`config.mk`:
```
export PLATFORM = sky130hd
export DESIGN_NAME = sar_ctrl
export DESIGN_NICKNAME = d
export VERILOG_FILES = /design/src/rtl/sar_ctrl.sv
export SDC_FILE = /design/constraint.sdc
export NUM_CORES = 1
export LEC_CHECK = 0
export CORE_ASPECT_RATIO = 0.9
export CORE_MARGIN = 2
export CORE_UTILIZATION = 35
export CTS_CLUSTER_SIZE = 40
export DETAILED_ROUTE_END_ITERATION = 8
export PLACE_DENSITY = 0.66
export RECOVER_POWER = 50
export SYNTH_ARGS = -nofsm -noshare
export SYNTH_HDL_FRONTEND = slang
export SYNTH_SLANG_ARGS = --single-unit
```
`constraint.sdc`:
```
create_clock -name clk -period 2.1 [get_ports clk]
set_input_delay 0.525 -clock clk [delete_from_list [all_inputs] [get_ports clk]]
set_output_delay 0.525 -clock clk [all_outputs]
set_load 0.05 [all_outputs]
```
`src/rtl/sar_ctrl.sv`:
```
// sar_ctrl: successive-approximation controller (ports: clk, rst, start, abort, Op/Om comparator -> B/BN trial code, D result, busy, done, timeout_err, bit_idx)
module sar_ctrl #(
  parameter int WIDTH        = 8,
  parameter int MSB_FIRST    = 1,
  parameter int AUTO_RESTART = 0,
  parameter int TIMEOUT      = 15,
  localparam int IW          = (WIDTH > 2) ? $clog2(WIDTH) : 1
) (
  input  logic             clk,
  input  logic             rst,
  input  logic             start,
  input  logic             abort,
  input  logic             Op,
  input  logic             Om,
  output logic [WIDTH-1:0] B,
  output logic [WIDTH-1:0] BN,
  output logic [WIDTH-1:0] D,
  output logic             busy,
  output logic             done,
  output logic             timeout_err,
  output logic [IW-1:0]    bit_idx
);
  localparam logic [IW-1:0] FIRST = MSB_FIRST != 0 ? IW'(WIDTH - 1) : '0;
  localparam logic [IW-1:0] LAST  = MSB_FIRST != 0 ? '0 : IW'(WIDTH - 1);
  typedef enum logic {IDLE, CONV} state_t;
  state_t state_q, state_d;
  logic [WIDTH-1:0] b_q, b_d, d_q, d_d, kept;
  logic done_q, done_d, terr_q, terr_d, tmo, res;
  logic [IW-1:0] idx_q, idx_d, idx_nx;
  logic [7:0] wcnt_q, wcnt_d;
  always_comb begin
    tmo = ~Op & ~Om & (wcnt_q == 8'(TIMEOUT - 1));
    res = Op | Om | tmo;
    idx_nx = MSB_FIRST != 0 ? idx_q - 1'b1 : idx_q + 1'b1;
    kept = b_q;
    kept[idx_q] = Op;
    state_d = state_q;
    b_d = b_q;
    d_d = d_q;
    done_d = 1'b0;
    terr_d = terr_q;
    idx_d = idx_q;
    wcnt_d = wcnt_q;
    if (state_q == IDLE) begin
      if (start) begin
        state_d = CONV;
        b_d = '0;
        b_d[FIRST] = 1'b1;
        idx_d = FIRST;
        terr_d = 1'b0;
        wcnt_d = '0;
      end
    end else if (abort) begin
      state_d = IDLE;
      b_d = '0;
      wcnt_d = '0;
    end else if (!res) begin
      wcnt_d = wcnt_q + 8'd1;
    end else begin
      wcnt_d = '0;
      terr_d = terr_q | tmo;
      b_d = kept;
      if (idx_q == LAST) begin
        d_d = kept;
        done_d = 1'b1;
        if (AUTO_RESTART != 0) begin
          b_d = '0;
          b_d[FIRST] = 1'b1;
          idx_d = FIRST;
          terr_d = 1'b0;
        end else begin
          state_d = IDLE;
        end
      end else begin
        b_d[idx_nx] = 1'b1;
        idx_d = idx_nx;
      end
    end
  end
  always_ff @(posedge clk) begin
    if (rst) begin
      state_q <= IDLE;
      b_q <= '0;
      d_q <= '0;
      done_q <= 1'b0;
      terr_q <= 1'b0;
      idx_q <= '0;
      wcnt_q <= '0;
    end else begin
      state_q <= state_d;
      b_q <= b_d;
      d_q <= d_d;
      done_q <= done_d;
      terr_q <= terr_d;
      idx_q <= idx_d;
      wcnt_q <= wcnt_d;
    end
  end
  assign B = b_q;
  assign BN = ~b_q;
  assign D = d_q;
  assign busy = state_q == CONV;
  assign done = done_q;
  assign timeout_err = terr_q;
  assign bit_idx = idx_q;
endmodule

```
==> results of run 1 <==
worst reg2reg max path, delay by kind of cell (launching register included):
family / cells / cell delay (ps)
compound gates: 3 / 870
simple gates: 1 / 570
flops: 1 / 360
flip-flops by register name (all words and copies together) (netlist names):
register,count
B,8
wcnt_q,8
D,8
bit_idx,3
busy,1
done,1
timeout_err,1
synth_stat cells, types with 2 or more instances:
cell type / n
dfxtp_1: 30
nand3_1: 7
inv_1: 12
nand2b_1: 2
nand3b_1: 4
nand2_1: 3
nor2b_1: 4
nor3_1: 6
buf_2: 2
a21o_1: 2
nand4_1: 2
a22o_1: 7
clkbuf_1: 5
buf_6: 3
xor2_1: 5
nor3b_1: 5
a311oi_1: 2
a211oi_1: 2
ha_1: 4
xnor2_1: 4
a21oi_1: 12
mux2i_1: 8
o31ai_1: 2
nor3_4: 2
o21ai_0: 6
nor2_1: 15
a211oi_2: 8
path summary, 6_finish.rpt:
path	endpoint	depth (start not counted)
max reg2reg	bit_idx[2]$_SDFFE_PP0P_	4
max	B[4]	1
min reg2reg	bit_idx[0]$_SDFFE_PP0P_	2
min	bit_idx[0]$_SDFFE_PP0P_	2
area by class of cell:
type | instances | share of cell area
Clock inverter | 1 | 0.00227
Tap cell | 62 | 0.0351
Multi-Input combinational cell | 126 | 0.412
Clock buffer | 7 | 0.0391
Sequential cell | 30 | 0.272
Timing Repair Buffer | 54 | 0.219
Inverter | 12 | 0.0204
power groups by stage:
stage / combinational, mW / clock, mW / sequential, mW
floorplan: 0.209 / 0 / 0.680
global placement: 0.389 / 0 / 0.624
detailed placement: 0.389 / 0 / 0.625
CTS: 0.392 / 0.494 / 0.612
global route: 0.402 / 0.516 / 0.614
finish: 0.377 / 0.482 / 0.612
per-stage QoR:
step                 util  power (mW)  cells  setup slack [ps]  area, sq um
CTS                 0.504        1.50    292              70.9         2260
floorplan               -       0.888    178              14.0         1650
finish              0.492        1.47    292              77.8         2210
global route        0.492        1.53    292              28.3         2210
detailed placement  0.483        1.01    284              54.8         2170
global placement    0.483        1.01    284              47.1         2170
routing by layer:
layer | share of wire | global-route usage | wire, microns | vias to the layer above
met5 | 0 | 0 | 0 | -
met2 | 0.45 | 0.238 | 1810 | 40
met3 | 0.042 | 0.0353 | 168 | 2
met4 | 0.0068 | 0.0424 | 27 | 0
met1 | 0.50 | 0.209 | 2000 | 662
li1 | - | - | - | 743
kinds of logic (layout without fill, tap and decap cells):
family / Yosys count / count (layout) / share of synthesized area
AOI/OAI and AO/OA: 48 / 48 / 0.231
buffers and inverters: 22 / 74 / 0.0652
xor gates and xnor gates: 9 / 9 / 0.0478
muxes: 8 / 8 / 0.0486
adders and majority gates: 4 / 4 / 0.0304
and+or+nand+nor: 57 / 57 / 0.213
DFF: 30 / 30 / 0.364
==> results.py, run 1 <==
metrics = {
    "outcome": {
        "status": "finished, final reports clean",
    },
    "grt": {
        "grt_pass1_wl_microns": 6520,
        "overflow": 0,
        "grt_pass1_vias": 1394,
        "antenna_found_initial": 0,
        "grt_max_degree": 17,
        "grt_usage": 0.152,
    },
    "yosys": {
        "synth_area_leader_cell": "dfxtp_1",
        "synth.area.top_cells": "dfxtp_1 36%, a211oi_2 6.1%, mux2i_1 4.9%",
        "async_flop_share": 0,
        "synth_cells": 178,
        "synth_edf_count": 0,
        "seq_area_frac_synth": 0.364,
        "synth.avg_cell_area_sq_um": 9.26,
        "synth-seq-cells": 30,
        "syn-num-nets": 188,
        "syn_area_sq_um": 1650,
        "ys.flop_type": "dfxtp_1",
        "synth_top_cell_area_share": 0.364,
        "yosys_warnings": 0,
        "synth_cell_types": 41,
    },
    "setup_path": {
        "setup.worst_path.start_class": "flip-flop",
        "critical_path.top_delay_family": "buffers and inverters",
        "path_class": "reg -> out",
        "crit_fanout": 4,
        "r2r_slack_ps": 210,
        "startpoint": "B[4]$_SDFFE_PP0P_",
        "worst-path-buf-inv": 1,
        "crit_arrival_ps": 1500,
        "rr_startpoint": "wcnt_q[4]$_SDFFE_PP0P_",
        "path_cells": "clkdlybuf4s50_1",
        "crit_path_top_delay_cell": "clkdlybuf4s50_1",
        "critPathMaxStageDelay_ps": 820,
        "endpoint_kind": "primary output",
        "worstPathRequired_ps": 1570,
    },
    "clock_tree": {
        "cts_resized": 0,
        "cts_tree": "built",
        "root_buffer": "clkbuf_8",
        "path_clk_slew_ps": 70,
        "postCtsHoldBufs": 0,
        "h-tree-depth": 2,
        "cts_buffers": 5,
        "cts_buffer_depth": 2,
        "clkLatencyLatePin_ps": 280,
        "post_cts_buffers": 0,
        "cts.sinks": 30,
    },
    "timing": {
        "period_needed_ps": 2020,
        "worst_pin_slew_ps": 593,
        "slew_headroom": 0.606,
        "setup_viol": 0,
        "skew_ps": 10.9,
        "max_freq_mhz": 495,
        "fin_hold_ws_ps": 510,
        "tns_ps": 0,
        "post-route-period-util": 0.963,
        "rsz0062_at_grt": "false",
        "slew_violations": 0,
        "hold_viol": 0,
    },
    "layout": {
        "layout_commonest_cell": "dfxtp_1",
        "seqCellArea_sq_um": 601,
        "area_delta_synth_final_pct": 33.9,
        "multi_input_area_sq_um": 911,
        "layout.nets": 239,
        "diodes": 0,
        "fillCellCount": 459,
        "final_cell_mix": "30 x dfxtp_1, 28 x clkdlybuf4s50_1, 16 x buf_4",
        "drive_above_1_share": 0.161,
    },
    "power": {
        "switchingPower_mw": 0.477,
        "switching_share": 0.324,
        "p_leak_nw": 0.831,
        "p_clk_frac": 0.328,
        "p_per_area_nw_per_um2": 666,
        "peakVddDrop_uv": 342,
        "combPwrFrac": 0.256,
        "p_int_mw": 0.994,
        "seq_power_share": 0.416,
    },
    "placed_design": {
        "port_buffers": 35,
        "gp_congestion": 0.785,
        "post-dp-hpwl_microns": 2890,
    },
    "route": {
        "vias": 1447,
        "wl_per_cell_microns": 13.7,
        "drc": 0,
        "drt-initial-drc-count": 121,
        "drt-total-wl_microns": 4000,
        "ant_nets": 0,
        "viasPerCell": 4.96,
        "dr.pass1.iters": 4,
    },
    "hold_path": {
        "min_path_type": "reg -> reg",
        "hold_start": "bit_idx[0]$_SDFFE_PP0P_",
    },
    "run": {
        "drv_cap": 0,
    },
    "floorplanning": {
        "core.rowCount": 23,
        "coreArea_sq_um": 4490,
        "start_util": 0.367,
        "dieArea_sq_um": 5280,
        "dieHeight_microns": 69.1,
        "die_x_microns": 76.4,
        "pin_count": 36,
    },
}
(Power assumes the default switching activity.)
==> run 2, diff against run 1 <==
--- a/config.mk
+++ b/config.mk
@@ -5,12 +5,15 @@
 export SDC_FILE = /design/constraint.sdc
 export NUM_CORES = 1
 export LEC_CHECK = 0
+export CELL_PAD_IN_SITES_DETAIL_PLACEMENT = 1
+export CELL_PAD_IN_SITES_GLOBAL_PLACEMENT = 1
 export CORE_ASPECT_RATIO = 0.9
 export CORE_MARGIN = 2
 export CORE_UTILIZATION = 35
 export CTS_CLUSTER_SIZE = 40
 export DETAILED_ROUTE_END_ITERATION = 8
-export PLACE_DENSITY = 0.66
+export GPL_ROUTABILITY_DRIVEN = 0
+export PLACE_DENSITY = 0.81
 export RECOVER_POWER = 50
 export SYNTH_ARGS = -nofsm -noshare
 export SYNTH_HDL_FRONTEND = slang
==> results.py, run 2 (synthesis results as in run 1) <==
metrics = {
    "setup_path": {
        "endpoint_kind": "primary output",
        "critical_path.top_delay_family": "buffers and inverters",
        "path_cells": "clkdlybuf4s50_1",
        "crit_path_top_delay_cell": "clkdlybuf4s50_1",
        "reg2regPathDepth": 4,
        "worstPathRequired_ps": 1570,
        "r2r_slack_ps": 150,
        "crit_fanout": 4,
        "setup.worst_path.start_class": "flip-flop",
        "crit_arrival_ps": 1530,
        "worst-path-buf-inv": 1,
        "worstReg2RegEnd": "bit_idx[2]$_SDFFE_PP0P_",
        "critPathMaxStageDelay_ps": 840,
        "path_class": "reg -> out",
        "rr_startpoint": "wcnt_q[4]$_SDFFE_PP0P_",
    },
    "route": {
        "drc": 0,
        "viasPerCell": 5.26,
        "drt-total-wl_microns": 4890,
        "vias": 1540,
        "ant_nets": 0,
        "dr.pass1.iters": 4,
        "wl_per_cell_microns": 16.7,
        "drt-initial-drc-count": 60,
    },
    "timing": {
        "worst_pin_slew_ps": 616,
        "max_freq_mhz": 487,
        "skew_ps": 4.79,
        "hold_viol": 0,
        "rsz0062_at_grt": "false",
        "post-route-period-util": 0.979,
        "slew_headroom": 0.591,
        "tns_ps": 0,
        "slew_violations": 0,
        "period_needed_ps": 2060,
        "fin_hold_ws_ps": 534,
        "setup_viol": 0,
        "fin_ws_ps": 44.8,
    },
    "layout": {
        "final_cell_area_sq_um": 2210,
        "final_core_util": 0.493,
        "final_cell_mix": "30 x dfxtp_1, 28 x clkdlybuf4s50_1, 16 x buf_4",
        "drive_above_1_share": 0.173,
        "layout_commonest_cell": "dfxtp_1",
        "area_delta_synth_final_pct": 34.3,
        "finalNonFillerCells": 293,
        "diodes": 0,
        "layout.nets": 240,
    },
    "power": {
        "p_leak_nw": 0.839,
        "p_per_area_nw_per_um2": 671,
        "peakVddDrop_uv": 275,
        "power_mw": 1.49,
    },
    "run": {
        "drv_cap": 0,
    },
    "clock_tree": {
        "cts.sinks": 30,
        "h-tree-depth": 2,
        "post_cts_buffers": 0,
        "postCtsHoldBufs": 0,
        "clkLatencyLatePin_ps": 280,
        "cts_buffers": 5,
        "path_clk_slew_ps": 70,
        "cts_resized": 0,
        "cts_buffer_depth": 2,
        "cts_tree": "built",
        "root_buffer": "clkbuf_8",
    },
    "grt": {
        "use_met3": 0.0301,
        "grt_pass1_vias": 1617,
        "antenna_found_initial": 0,
        "overflow": 0,
        "grt_usage": 0.196,
        "met1_usage": 0.249,
        "grt_busiest_layer": "met2",
        "grt_pass1_wl_microns": 8070,
        "grt_max_degree": 16,
        "grt_use_met2": 0.332,
    },
    "floorplanning": {
        "dieHeight_microns": 69.1,
        "coreArea_sq_um": 4490,
        "die_x_microns": 76.4,
        "core.rowCount": 23,
        "start_util": 0.367,
        "pin_count": 36,
        "dieArea_sq_um": 5280,
    },
    "placed_design": {
        "post_dp_cell_area_sq_um": 2180,
        "place_inst": 285,
        "port_buffers": 35,
        "post-dp-hpwl_microns": 3640,
        "place_ws_ps": -39.8,
    },
    "hold_path": {
        "hold_start": "D[7]$_SDFFE_PP0P_",
        "holdPathStages": 2,
        "min_path_type": "reg -> reg",
        "min_to": "D[7]$_SDFFE_PP0P_",
    },
    "outcome": {
        "status": "finished, final reports clean",
    },
}
[run 2: power breakdown]
part	internal [mW]	total (mW)	switching (mW)
Clock	0.264	0.484	0.219
Combinational	0.141	0.388	0.248
Sequential	0.589	0.614	0.0248
[run 2: worst max path at each step]
| stage | from | to | slack [ps] | cells past startpoint |
|---|---|---|---|---|
| finish | B[4]$_SDFFE_PP0P_ | B[4] | 40 | 1 |
| global route | wcnt_q[4]$_SDFFE_PP0P_ | bit_idx[2]$_SDFFE_PP0P_ | 10 | 4 |
| CTS | B[5]$_SDFFE_PP0P_ | B[5] | 50 | 1 |
| detailed placement | Om | B[4]$_SDFFE_PP0P_ | -40 | 5 |
| global placement | Om | D[6]$_SDFFE_PP0P_ | 70 | 7 |
| floorplan | bit_idx[0]$_SDFFE_PP0P_ | bit_idx[1]$_SDFFE_PP0P_ | 10 | 8 |
[run 2: area by class of cell]
type                            instances  area [sq um]
Tap cell                               62          77.6
Clock buffer                            7          86.3
Timing Repair Buffer                   55           473
Clock inverter                          1          5.00
Sequential cell                        30           601
Multi-Input combinational cell        126           927
Inverter                               12          45.0
Fill cell                             551          2270
[run 2: layer usage]
layer	vias to the layer above	share of wire
met1	750	0.47
li1	744	-
met4	0	0.015
met3	7	0.038
met5	-	0
met2	39	0.48
[run 2: worst reg2reg max path, delay by kind of cell (launching register included)]
kind               cells  cell delay (ps)
DFF                    1              370
AOI/OAI and AO/OA      3              930
and+or+nand+nor        1              570
==> run 3, diff against run 2 <==
--- a/config.mk
+++ b/config.mk
@@ -7,7 +7,7 @@
 export LEC_CHECK = 0
 export CELL_PAD_IN_SITES_DETAIL_PLACEMENT = 1
 export CELL_PAD_IN_SITES_GLOBAL_PLACEMENT = 1
-export CORE_ASPECT_RATIO = 0.9
+export CORE_ASPECT_RATIO = 0.8
 export CORE_MARGIN = 2
 export CORE_UTILIZATION = 35
 export CTS_CLUSTER_SIZE = 40
==> results.py, run 3 (synthesis results as in run 1) <==
metrics = {
    "clock_tree": {
        "cts_tree": "built",
        "h-tree-depth": 2,
        "cts_buffer_depth": 2,
        "path_clk_slew_ps": 60,
        "post_cts_buffers": 0,
        "cts_resized": 0,
        "cts_buffers": 5,
        "clkLatencyLatePin_ps": 280,
        "cts.sinks": 30,
        "postCtsHoldBufs": 0,
        "root_buffer": "clkbuf_8",
    },
    "setup_path": {
        "path_class": "reg -> out",
        "crit_arrival_ps": 1490,
        "setup.worst_path.start_class": "flip-flop",
        "worstPathRequired_ps": 1570,
        "crit_fanout": 5,
        "endpoint_kind": "primary output",
    },
    "power": {
        "power_mw": 1.49,
        "p_leak_nw": 0.864,
        "p_per_area_nw_per_um2": 655,
        "peakVddDrop_uv": 366,
    },
    "route": {
        "vias": 1535,
        "dr.pass1.iters": 4,
        "drt-total-wl_microns": 4590,
        "wl_per_cell_microns": 15.6,
        "drc": 0,
        "viasPerCell": 5.22,
        "drt-initial-drc-count": 131,
        "ant_nets": 0,
    },
    "hold_path": {
        "min_path_type": "reg -> reg",
    },
    "layout": {
        "layout.nets": 243,
        "drive_above_1_share": 0.201,
        "finalNonFillerCells": 294,
        "final_cell_mix": "30 x dfxtp_1, 27 x clkdlybuf4s50_1, 19 x buf_4",
        "diodes": 0,
        "area_delta_synth_final_pct": 37.6,
        "layout_commonest_cell": "dfxtp_1",
    },
    "run": {
        "drv_cap": 0,
    },
    "floorplanning": {
        "start_util": 0.361,
        "die_x_microns": 80.7,
        "dieHeight_microns": 65.4,
        "coreArea_sq_um": 4570,
        "dieArea_sq_um": 5280,
        "core.rowCount": 22,
        "pin_count": 36,
    },
    "timing": {
        "fin_ws_ps": 88.9,
        "setup_viol": 0,
        "rsz0062_at_grt": "false",
        "post-route-period-util": 0.958,
        "slew_violations": 0,
        "slew_headroom": 0.606,
        "hold_viol": 0,
        "fin_hold_ws_ps": 529,
        "max_freq_mhz": 497,
        "tns_ps": 0,
        "skew_ps": 3.45,
        "period_needed_ps": 2010,
        "worst_pin_slew_ps": 594,
    },
    "placed_design": {
        "port_buffers": 35,
        "place_ws_ps": 2.46,
        "post-dp-hpwl_microns": 3380,
        "place_inst": 286,
    },
    "grt": {
        "grt_max_degree": 16,
        "overflow": 0,
        "grt_pass1_wl_microns": 7600,
        "grt_usage": 0.191,
        "grt_pass1_vias": 1548,
        "antenna_found_initial": 0,
    },
    "outcome": {
        "status": "finished, final reports clean",
    },
}
[run 3: changes by cell type in the layout (fill, tap and decap cells not counted), moves of 2 or more]
| cell | before | now |
|---|---|---|
| clkbuf_2 | 2 | 0 |
| a211oi_1 | 4 | 2 |
| buf_4 | 16 | 19 |
| a211oi_2 | 6 | 8 |
| clkbuf_4 | 0 | 2 |
[run 3: critical path, cell delays in order, from the launching register on]
cell and delay (ps):
dfxtp_1 350, inv_1 70, clkdlybuf4s50_1 790
[run 3: final timing paths]
path	start	end	slack (ps)	cells after the start
worst min-delay path	bit_idx[0]$_SDFFE_PP0P_	bit_idx[0]$_SDFFE_PP0P_	530	2
worst min register to register	bit_idx[0]$_SDFFE_PP0P_	bit_idx[0]$_SDFFE_PP0P_	530	2
worst max register to register	wcnt_q[4]$_SDFFE_PP0P_	bit_idx[2]$_SDFFE_PP0P_	190	4
worst max-delay path	B[7]$_SDFFE_PP0P_	BN[7]	90	2
[run 3: layer usage]
metal  routed length [microns]  global-route usage
met5                         0                   0
met4                        85              0.0763
met3                       136              0.0357
met2                      2030               0.284
met1                      2340               0.273
[run 3: area by class of cell]
type	instances	area (sq um)
repair buffers	58	517
well taps	60	75.1
clock inverters	1	5.00
multi-input cells	126	941
flip-flops and latches	30	601
clock buffers	7	86.3
fillers	553	2300
inverters	12	45.0
[run 3: stage by stage]
stage	util	cell area, sq um
global route	0.497	2270
CTS	0.501	2290
finish	0.497	2270
detailed placement	0.481	2200
floorplan	-	1650
global placement	0.481	2200
[run 3: where the power goes]
group          total, mW  switching, mW  internal, mW
Combinational      0.399          0.250         0.149
Clock              0.477          0.213         0.264
Sequential         0.610         0.0206         0.589
Total               1.49          0.484          1.00
